==> config.mk <==
export PLATFORM = sky130hd
export DESIGN_NAME = ga_main_ctrl
export DESIGN_NICKNAME = d
export VERILOG_FILES = /design/src/rtl/ga_ctrl_pkg.sv /design/src/rtl/ga_stall_tracker.sv /design/src/rtl/ga_main_ctrl.sv
export SDC_FILE = /design/constraint.sdc
export NUM_CORES = 1
export LEC_CHECK = 0
export CAP_MARGIN = 15
export CORE_AREA = 2 2 200 202
export CTS_CLUSTER_DIAMETER = 40
export CTS_CLUSTER_SIZE = 20
export DETAILED_ROUTE_END_ITERATION = 8
export DIE_AREA = 0 0 202 204
export HOLD_SLACK_MARGIN = 0.05
export PLACE_DENSITY = 0.7
export REMOVE_ABC_BUFFERS = 1
export SLEW_MARGIN = 10
export SYNTH_ARGS = -nofsm -noshare
export SYNTH_HDL_FRONTEND = slang
export SYNTH_SLANG_ARGS = --single-unit
==> constraint.sdc <==
create_clock -name clk -period 4.2 [get_ports clk]
set_clock_uncertainty 0.15 [all_clocks]
set_input_delay 1.26 -clock clk [delete_from_list [all_inputs] [get_ports clk]]
set_output_delay 1.26 -clock clk [all_outputs]
set_load 0.02 [all_outputs]
==> src/rtl/ga_ctrl_pkg.sv <==
// Shared types and default widths for the GA main controller and its helpers.
package ga_ctrl_pkg;

  localparam int unsigned DATA_W_DEF  = 16;
  localparam int unsigned M_MAX_DEF   = 8;
  localparam int unsigned B_MAX_W_DEF = 8;
  localparam int unsigned G_MAX_W_DEF = 10;
  localparam int unsigned STALL_W_DEF = 6;
  localparam int unsigned FIT_W_DEF   = 24;
  localparam int unsigned DROP_W_DEF  = 16;

  typedef enum logic [2:0] {
    ST_IDLE      = 3'd0,
    ST_FILL_BUFF = 3'd1,
    ST_GEN_0     = 3'd2,
    ST_GEN_I     = 3'd3,
    ST_W_READY   = 3'd4
  } state_t;

  typedef enum logic [1:0] {
    MUX_INIT_POP  = 2'd0,
    MUX_MUTATION  = 2'd1,
    MUX_SELECTION = 2'd2
  } mux_sel_t;

endpackage

==> src/rtl/ga_stall_tracker.sv <==
// Tracks best (lowest) fitness of the current run and generations without improvement.
module ga_stall_tracker #(
  parameter int unsigned FIT_W   = 24,
  parameter int unsigned STALL_W = 6
) (
  input  logic               clk,
  input  logic               clear,
  input  logic               load,
  input  logic               update,
  input  logic [FIT_W-1:0]   fit,
  input  logic [STALL_W-1:0] limit,
  output logic               stall_hit
);

  logic [FIT_W-1:0]   best_fit;
  logic [STALL_W-1:0] stall_cnt;
  logic               better;

  assign better = fit < best_fit;

  // Combinational so the controller can finish on the very generation that hits the limit.
  assign stall_hit = update && (limit != '0) && !better &&
                     (STALL_W'(stall_cnt + STALL_W'(1)) == limit);

  always_ff @(posedge clk) begin
    if (clear) begin
      best_fit  <= '0;
      stall_cnt <= '0;
    end else if (load) begin
      best_fit  <= fit;
      stall_cnt <= '0;
    end else if (update) begin
      if (better) begin
        best_fit  <= fit;
        stall_cnt <= '0;
      end else if (stall_cnt != '1) begin
        stall_cnt <= stall_cnt + STALL_W'(1);
      end
    end
  end

endmodule

==> src/rtl/ga_main_ctrl.sv <==
// Top-level sequencer for the GA engine: buffers inputs, drives generations, publishes weights.
module ga_main_ctrl
  import ga_ctrl_pkg::*;
#(
  parameter int unsigned DATA_W  = DATA_W_DEF,
  parameter int unsigned M_MAX   = M_MAX_DEF,
  parameter int unsigned B_MAX_W = B_MAX_W_DEF,
  parameter int unsigned G_MAX_W = G_MAX_W_DEF,
  parameter int unsigned STALL_W = STALL_W_DEF,
  parameter int unsigned FIT_W   = FIT_W_DEF,
  parameter int unsigned DROP_W  = DROP_W_DEF,
  localparam int unsigned CHROM_W = DATA_W * M_MAX
) (
  input  logic               clk,
  input  logic               rst,
  input  logic [B_MAX_W-1:0] cnfg_b,
  input  logic [G_MAX_W-1:0] cnfg_g,
  input  logic [STALL_W-1:0] cnfg_stall,
  input  logic               i_ga_enable,
  input  logic               i_valid_pls,
  input  logic               i_abort_pls,
  input  logic               algo_gen_created_pls,
  input  logic [CHROM_W-1:0] algo_gen_best_chrom,
  input  logic [FIT_W-1:0]   algo_gen_best_fit,
  output logic               o_ga_ready,
  output logic               o_valid_lvl,
  output logic [CHROM_W-1:0] o_w_vec_np1,
  output logic [CHROM_W-1:0] o_w_vec_n,
  output logic               o_y_start_pls,
  output logic [31:0]        o_inputs_counter,
  output logic [G_MAX_W-1:0] o_gens_used,
  output logic [DROP_W-1:0]  o_drop_cnt,
  output logic               o_early_stop,
  output logic               o_aborted,
  output logic               self_algo_init_pop_start,
  output logic               self_algo_fit_enable,
  output logic               self_algo_create_new_gen_req_pls,
  output logic               self_algo_stop_create_new_gens_req_pls,
  output logic [1:0]         self_algo_chrom_mux_sel
);

  state_t             state, state_d;
  mux_sel_t           mux_d;
  logic               ready_d, valid_d, y_d, early_d, abort_d;
  logic               init_d, fit_en_d, create_d, stop_d;
  logic [CHROM_W-1:0] np1_d, n_d;
  logic [31:0]        cnt_d, cnt_inc;
  logic [G_MAX_W-1:0] gens_d, gens_inc;
  logic [DROP_W-1:0]  drop_d;
  logic               finish, trk_load, trk_update, stall_hit, clear;

  assign clear    = rst || !i_ga_enable;
  assign cnt_inc  = o_inputs_counter + 32'd1;
  assign gens_inc = o_gens_used + G_MAX_W'(1);

  ga_stall_tracker #(
    .FIT_W   (FIT_W),
    .STALL_W (STALL_W)
  ) u_stall (
    .clk       (clk),
    .clear     (clear),
    .load      (trk_load),
    .update    (trk_update),
    .fit       (algo_gen_best_fit),
    .limit     (cnfg_stall),
    .stall_hit (stall_hit)
  );

  // Next-state and next-output logic; registers hold by default, pulses fall to 0.
  always_comb begin
    state_d    = state;
    mux_d      = mux_sel_t'(self_algo_chrom_mux_sel);
    ready_d    = o_ga_ready;
    valid_d    = o_valid_lvl;
    np1_d      = o_w_vec_np1;
    n_d        = o_w_vec_n;
    cnt_d      = o_inputs_counter;
    gens_d     = o_gens_used;
    drop_d     = o_drop_cnt;
    early_d    = o_early_stop;
    abort_d    = o_aborted;
    fit_en_d   = self_algo_fit_enable;
    init_d     = 1'b0;
    create_d   = 1'b0;
    stop_d     = 1'b0;
    y_d        = 1'b0;
    finish     = 1'b0;
    trk_load   = 1'b0;
    trk_update = 1'b0;

    case (state)
      ST_IDLE: begin
        state_d = ST_FILL_BUFF;
        init_d  = 1'b1;
        mux_d   = MUX_INIT_POP;
        ready_d = 1'b1;
      end
      ST_FILL_BUFF: begin
        if (i_valid_pls) begin
          cnt_d = cnt_inc;
          if (cnt_inc == 32'(cnfg_b)) begin
            state_d  = ST_GEN_0;
            ready_d  = 1'b0;
            fit_en_d = 1'b1;
          end
        end
      end
      ST_GEN_0, ST_GEN_I: begin
        if (i_valid_pls && (o_drop_cnt != '1)) begin
          drop_d = o_drop_cnt + DROP_W'(1);
        end
        if (i_abort_pls) begin
          finish  = 1'b1;
          abort_d = 1'b1;
        end else if (algo_gen_created_pls) begin
          if (state == ST_GEN_0) begin
            state_d  = ST_GEN_I;
            create_d = 1'b1;
            mux_d    = MUX_MUTATION;
            gens_d   = G_MAX_W'(1);
            trk_load = 1'b1;
          end else begin
            trk_update = 1'b1;
            gens_d     = gens_inc;
            if ((gens_inc >= cnfg_g) || stall_hit) begin
              finish  = 1'b1;
              np1_d   = algo_gen_best_chrom;
              early_d = gens_inc < cnfg_g;
            end else begin
              create_d = 1'b1;
            end
          end
        end
      end
      ST_W_READY: begin
        if (i_valid_pls) begin
          state_d  = ST_GEN_0;
          ready_d  = 1'b0;
          valid_d  = 1'b0;
          cnt_d    = cnt_inc;
          fit_en_d = 1'b1;
          n_d      = o_w_vec_np1;
          gens_d   = '0;
          early_d  = 1'b0;
          abort_d  = 1'b0;
          y_d      = 1'b1;
        end
      end
      default: state_d = ST_IDLE;
    endcase

    // Common wrap-up for both normal completion and abort.
    if (finish) begin
      state_d  = ST_W_READY;
      fit_en_d = 1'b0;
      stop_d   = 1'b1;
      mux_d    = MUX_SELECTION;
      ready_d  = 1'b1;
      valid_d  = 1'b1;
    end
  end

  always_ff @(posedge clk) begin
    if (clear) begin
      state                                  <= ST_IDLE;
      o_ga_ready                             <= 1'b0;
      o_valid_lvl                            <= 1'b0;
      o_w_vec_np1                            <= '0;
      o_w_vec_n                              <= '0;
      o_y_start_pls                          <= 1'b0;
      o_inputs_counter                       <= '0;
      o_gens_used                            <= '0;
      o_drop_cnt                             <= '0;
      o_early_stop                           <= 1'b0;
      o_aborted                              <= 1'b0;
      self_algo_init_pop_start               <= 1'b0;
      self_algo_fit_enable                   <= 1'b0;
      self_algo_create_new_gen_req_pls       <= 1'b0;
      self_algo_stop_create_new_gens_req_pls <= 1'b0;
      self_algo_chrom_mux_sel                <= MUX_INIT_POP;
    end else begin
      state                                  <= state_d;
      o_ga_ready                             <= ready_d;
      o_valid_lvl                            <= valid_d;
      o_w_vec_np1                            <= np1_d;
      o_w_vec_n                              <= n_d;
      o_y_start_pls                          <= y_d;
      o_inputs_counter                       <= cnt_d;
      o_gens_used                            <= gens_d;
      o_drop_cnt                             <= drop_d;
      o_early_stop                           <= early_d;
      o_aborted                              <= abort_d;
      self_algo_init_pop_start               <= init_d;
      self_algo_fit_enable                   <= fit_en_d;
      self_algo_create_new_gen_req_pls       <= create_d;
      self_algo_stop_create_new_gens_req_pls <= stop_d;
      self_algo_chrom_mux_sel                <= mux_d;
    end
  end

endmodule

After elaboration in Yosys (flattened, before gate mapping)
Cells that the tools add are included.

word-level totals
  logic and storage cells = 156
  output and inout bits = 325
  register bits after elaboration = 358

operators by class
  $add $sub $neg = 4
  bitwise gates (word level) = 5
  equal/unequal tests = 23
  reduce and logical (&&, ||, !) cells = 42
  muxes and demuxes = 59
  magnitude comparators = 3

operator list
  operator                                       number
  two-way mux 24 bit                             3
  two-way mux 10 bit                             4
  adder 32 x 1 -> 32 bit, second input constant  1
  == test 32 x 8 -> 1 bit                        1
  two-way mux 1 bit                              32
  < comparator 24 bit                            1
  two-way mux 3 bit                              7
  case mux 10 bit (2 select lines)               1
  AND reduction 4 bit                            5
  != test 2 bit, second input constant           9
  != test 3 bit, second input constant           6
  AND reduction 6 bit                            3
  adder 16 x 1 -> 16 bit, second input constant  1
  != test 16 bit, second input constant          1
  nonzero test 2 bit                             8
  two-way mux 6 bit                              2
  case mux 3 bit (4 select lines)                1
  AND reduction 2 bit                            6
  adder 10 x 1 -> 10 bit, second input constant  1
  greater-or-equal comparator 10 bit             1
  < comparator 10 bit                            1
  OR reduction 2 bit                             5
  two-way mux 2 bit                              4
  adder 6 x 1 -> 6 bit, second input constant    1
  other kinds (19)                               31

Longest topological paths before layout
  depth in word-level cells = 16
  depth in mapped cells = 14

By module
A second synthesis with hierarchy kept.

unflattened totals
  cell total of the unflattened synthesis = 1892
  area, all modules = 15224.6 sq um

modules (own cells, without submodules)
  module            area each (sq um)  cells an instance  times used
  ga_main_ctrl      13058.8            1643               1
  ga_stall_tracker  2165.8             249                1

Worst setup path after synthesis
Ideal clock, no wire load.

  path type = input-to-reg
  start = input algo_gen_best_fit[2]
  end = register u_stall.best_fit[10]
  setup time = 128 ps
  arrival time = 3490 ps
  cell stages on the path = 10
  required time = 3922 ps
  slack = 433 ps
  path buffers = 1
  path through = ha_1 -> a211oi_1 -> o21ai_1 -> a21oi_1 -> o211ai_1 -> a211o_1 -> a21oi_1 -> buf_2 -> mux2i_1 -> nor2_1

on the way
  word-level cells in the longest chain between the ends = 3

ends and longest elaborated chain
  element                        RTL line                source
  from (decl)                    ga_main_ctrl.sv:24      input logic [FIT_W-1:0] algo_gen_best_fit,
  < comparator 24 bit            ga_stall_tracker.sv:19  assign better = fit < best_fit;
  nonzero test 2 bit (no line)   --
  AND reduction 2 bit (no line)  --
  to (signal assigned)           ga_stall_tracker.sv:30  best_fit <= fit;
  to (signal assigned)           ga_stall_tracker.sv:34  best_fit <= fit;
  to (decl)                      ga_stall_tracker.sv:15  logic [FIT_W-1:0] best_fit;

No other way between the ends.
A chain may end at the register's enable or synchronous reset.

Worst setup path in the final report
  start = register o_gens_used[0]
  end = register o_w_vec_np1[0]

on the way
  word-level cells in the longest chain between the ends = 4

ends and longest elaborated chain
  element                             RTL line             source
  from (decl)                         ga_main_ctrl.sv:31   output logic [G_MAX_W-1:0] o_gens_used,
  from (signal assigned)              ga_main_ctrl.sv:189  o_gens_used <= gens_d;
  adder 10 x 1 -> 10 bit              ga_main_ctrl.sv:54   assign gens_inc = o_gens_used + G_MAX_W'(1);
  greater-or-equal comparator 10 bit  ga_main_ctrl.sv:125  if ((gens_inc >= cnfg_g) || stall_hit) begin
  logical OR 1 bit                    ga_main_ctrl.sv:125
  AND reduction 5 bit (no line)       --
  to (signal assigned)                ga_main_ctrl.sv:185  o_w_vec_np1 <= np1_d;
  to (decl)                           ga_main_ctrl.sv:27   output logic [CHROM_W-1:0] o_w_vec_np1,

No other way between the ends.

==> metrics <==
DRC Markers=0; largest net degree at the start of global routing=73; Starting DRT DRC Count=slightly below 700; DRT Wirelength=53600 µm; # rows=73; r2r setup slk=between 0.3 and 0.4 ns; Worst-Skew Late Latency=just under 0.6 ns; Clk network pwr share=54.7%; wire length per cell=~18 µm; gr ovfl total=0; Max-Slew Margin vs Limit=54.7%; sequential area share after synthesis=~47%; Post-CTS Hold Buffers=0; most common cell after layout, fill and taps aside=nand2_1; Required @ worst endpoint=~4.6 ns; Int Pwr=between 6 and 7 mW; hold path cells=2; Setup Fix Bufs, Post-CTS=0; Adder-Cell Fraction of Synth Area=3.01%; Core Area=39200 µm²; H-tree levels=2; layout cells sized above 1=6.15%; worst slew pin tran=0.678 ns; GP Congestion=between 0.9 and 1; Worst setup SP type=flip-flop; R2R depth=13; Ys Warns=0; Fmax=between 0.2 and 0.3 GHz; PostCTS Resize Cnt=0; Top FF cell, synth=dfxtp_1; Ant. Diodes=0; Initial Util=between 30% and 40%; PortBufs=a little over 500; clock sinks=358; Gate power share=~4.5%; first-pass GRT wire length=80600 µm; min Tclk post-route=roughly 3.8 ns; Clock Tree Root=clkbuf_16; TritonCTS clock tree=done; Post-Syn Area per Cell=around 8.2 µm²; worst min path class=reg2reg; CTS buffer count=55; DP HPWL=between 30000 and 40000 µm; post-route ant nets=0; commonest non-fill, non-tap cells in the layout=nand2_1, clkdlybuf4s50_1, dfxtp_1; drt pass-1 iters=5; Unique masters post-synth=56; largest family of logic cells by synthesized area=simple AND/OR/NAND/NOR gates; flops & latches, synth=358; RSZ-0062 raised after global routing=false; nets@finish=2566; vias per inst=about 5.0; Die W=between 200 and 250 µm; PD cells=between 300 and 400 nW/µm²; Compound-Gate Fraction of Synth Area=8.75%; worst vdd ir=between 0.3 and 0.4 mV; Synth Area in XOR/XNOR=~4.6%; I/O pin cnt=between 500 and 600; fin cells=slightly below 3000; Final Power=approximately 8.4 mW; Die H=204 µm; Slew Limit Fails=0; simple-gate share of the synthesized area=22.7%; Cells after Synth=between 1500 and 2000; Final TNS setup=0 ns; Sw Ratio=approximately 22%; vias in the first global route=about 14000; Syn-to-layout area delta=49.4%; Net Sw Power=about 1.9 mW; clock-pin slew on the worst setup and hold paths=0.06 ns; post-synthesis mux area share=slightly above 10%; CP max FO=39; Syn Std Cell Area=around 15000 µm²; crit path capture type=flip-flop; global-route usage over all layers=between 20% and 30%; Longest Clk Path Bufs=3; via count=between 10000 and 15000; critical path class=reg2reg; FFs w/ async S/R, synth=0%; final critical-path share of the clock period=roughly nine tenths; initial antenna violation count=2; Flop pwr share=between 40 and 50%; die area=41200 µm²; Final Hold Viols=0; WP data arrival=approximately 4.2 ns; Final Setup Violations=0; EDFF count, synth=0; Placed Cells=between 2000 and 3000; maxcap violations=0; Leak=around 7.7 nW; outcome=finished, final reports clean
-- cell usage after synthesis (all sizes together) (23+ instances only) --
cell    instances  area share, %
nand4          23           0.98
nand2         560             14
clkbuf        104            2.5
ha             37            3.0
nand3          29           0.94
o21ai          26           0.85
inv            44            1.1
a21oi         172            5.6
nor3           24           0.78
nor2          114            2.8
dfxtp         358             47
xnor2          44            2.5
xor2           36            2.0
mux2i         156             10
-- kinds of logic (layout without fill, tap and decap cells) --
kind of cell / Yosys count / count (layout)
AOI/OAI and AO/OA: 244 / 244
xor gates and xnor gates: 80 / 80
adders and majority gates: 37 / 37
buffers and inverters: 169 / 688
DFF: 358 / 358
muxes: 156 / 156
and+or+nand+nor: 826 / 826
-- cell type report --
type	count	area (µm²)
multi-input cells	1343	7610
well taps	525	657
clock inverters	32	375
repair buffers	544	5540
fillers	3376	16200
clock buffers	67	1480
inverters	45	169
flip-flops and latches	358	7170
-- critical path, cell delays in order (launching register included) --
cell	delay [ns]
dfxtp_1	0.48
and3_1	0.29
and3_1	0.29
and3_1	0.20
nand3_1	0.10
xnor2_1	0.17
ha_1	0.31
and4_1	0.21
and2_1	0.19
nand2b_1	0.12
a21oi_1	0.07
nor2_4	0.55
buf_12	0.36
mux2i_1	0.26
-- state kept, by name (all words and copies together), names as in the netlist --
name / cells
o_aborted: 1
o_drop_cnt: 16
o_early_stop: 1
o_ga_ready: 1
o_gens_used: 10
o_inputs_counter: 32
o_valid_lvl: 1
o_w_vec_n: 128
o_w_vec_np1: 128
o_y_start_pls: 1
self_algo_chrom_mux_sel: 2
self_algo_create_new_gen_req_pls: 1
self_algo_fit_enable: 1
self_algo_init_pop_start: 1
self_algo_stop_create_new_gens_req_pls: 1
state: 3
u_stall.best_fit: 24
u_stall.stall_cnt: 6
-- per-layer routing --
metal / GRT usage [%] / up-vias / wire length, µm
met5: 0 / - / 27
met4: 14.2 / 4 / 3040
met3: 9.60 / 142 / 5000
met2: 41.5 / 515 / 25300
met1: 27.5 / 6792 / 20300
li1: - / 7146 / -
-- power groups by stage --
stage                     clock [mW]  combinational, mW  sequential [mW]
after floorplan                    0              0.139             3.48
after detailed placement           0              0.378             3.48
after CTS                       4.64              0.381             3.40
final                           4.57              0.379             3.40
after global placement             0              0.375             3.48
after global routing            4.79              0.411             3.40
-- path summary, 6_finish.rpt --
| check | endpoint | start |
|---|---|---|
| setup reg to reg | o_w_vec_np1[0]$_SDFFE_PP0P_ | o_gens_used[0]$_SDFFE_PP0P_ |
| hold reg to reg | o_w_vec_n[122]$_SDFFE_PP0P_ | o_w_vec_np1[122]$_SDFFE_PP0P_ |
| hold / removal | o_w_vec_n[122]$_SDFFE_PP0P_ | o_w_vec_np1[122]$_SDFFE_PP0P_ |
| setup / recovery | o_w_vec_np1[0]$_SDFFE_PP0P_ | o_gens_used[0]$_SDFFE_PP0P_ |
-- per-stage QoR --
step           hold slack [ns]  area [µm²]  util, %  setup WS [ns]
2_1_floorplan            0.302       14900        -          -7.48
3_3_place_gp             0.290       21100     54.0        -0.0868
3_5_place_dp             0.296       21100     54.0         -0.172
4_1_cts                  0.303       23000     58.7          0.282
5_1_grt                  0.317       23000     58.7         0.0453
6_report                 0.300       23000     58.7          0.358
Power figures use the tool's default switching activity.
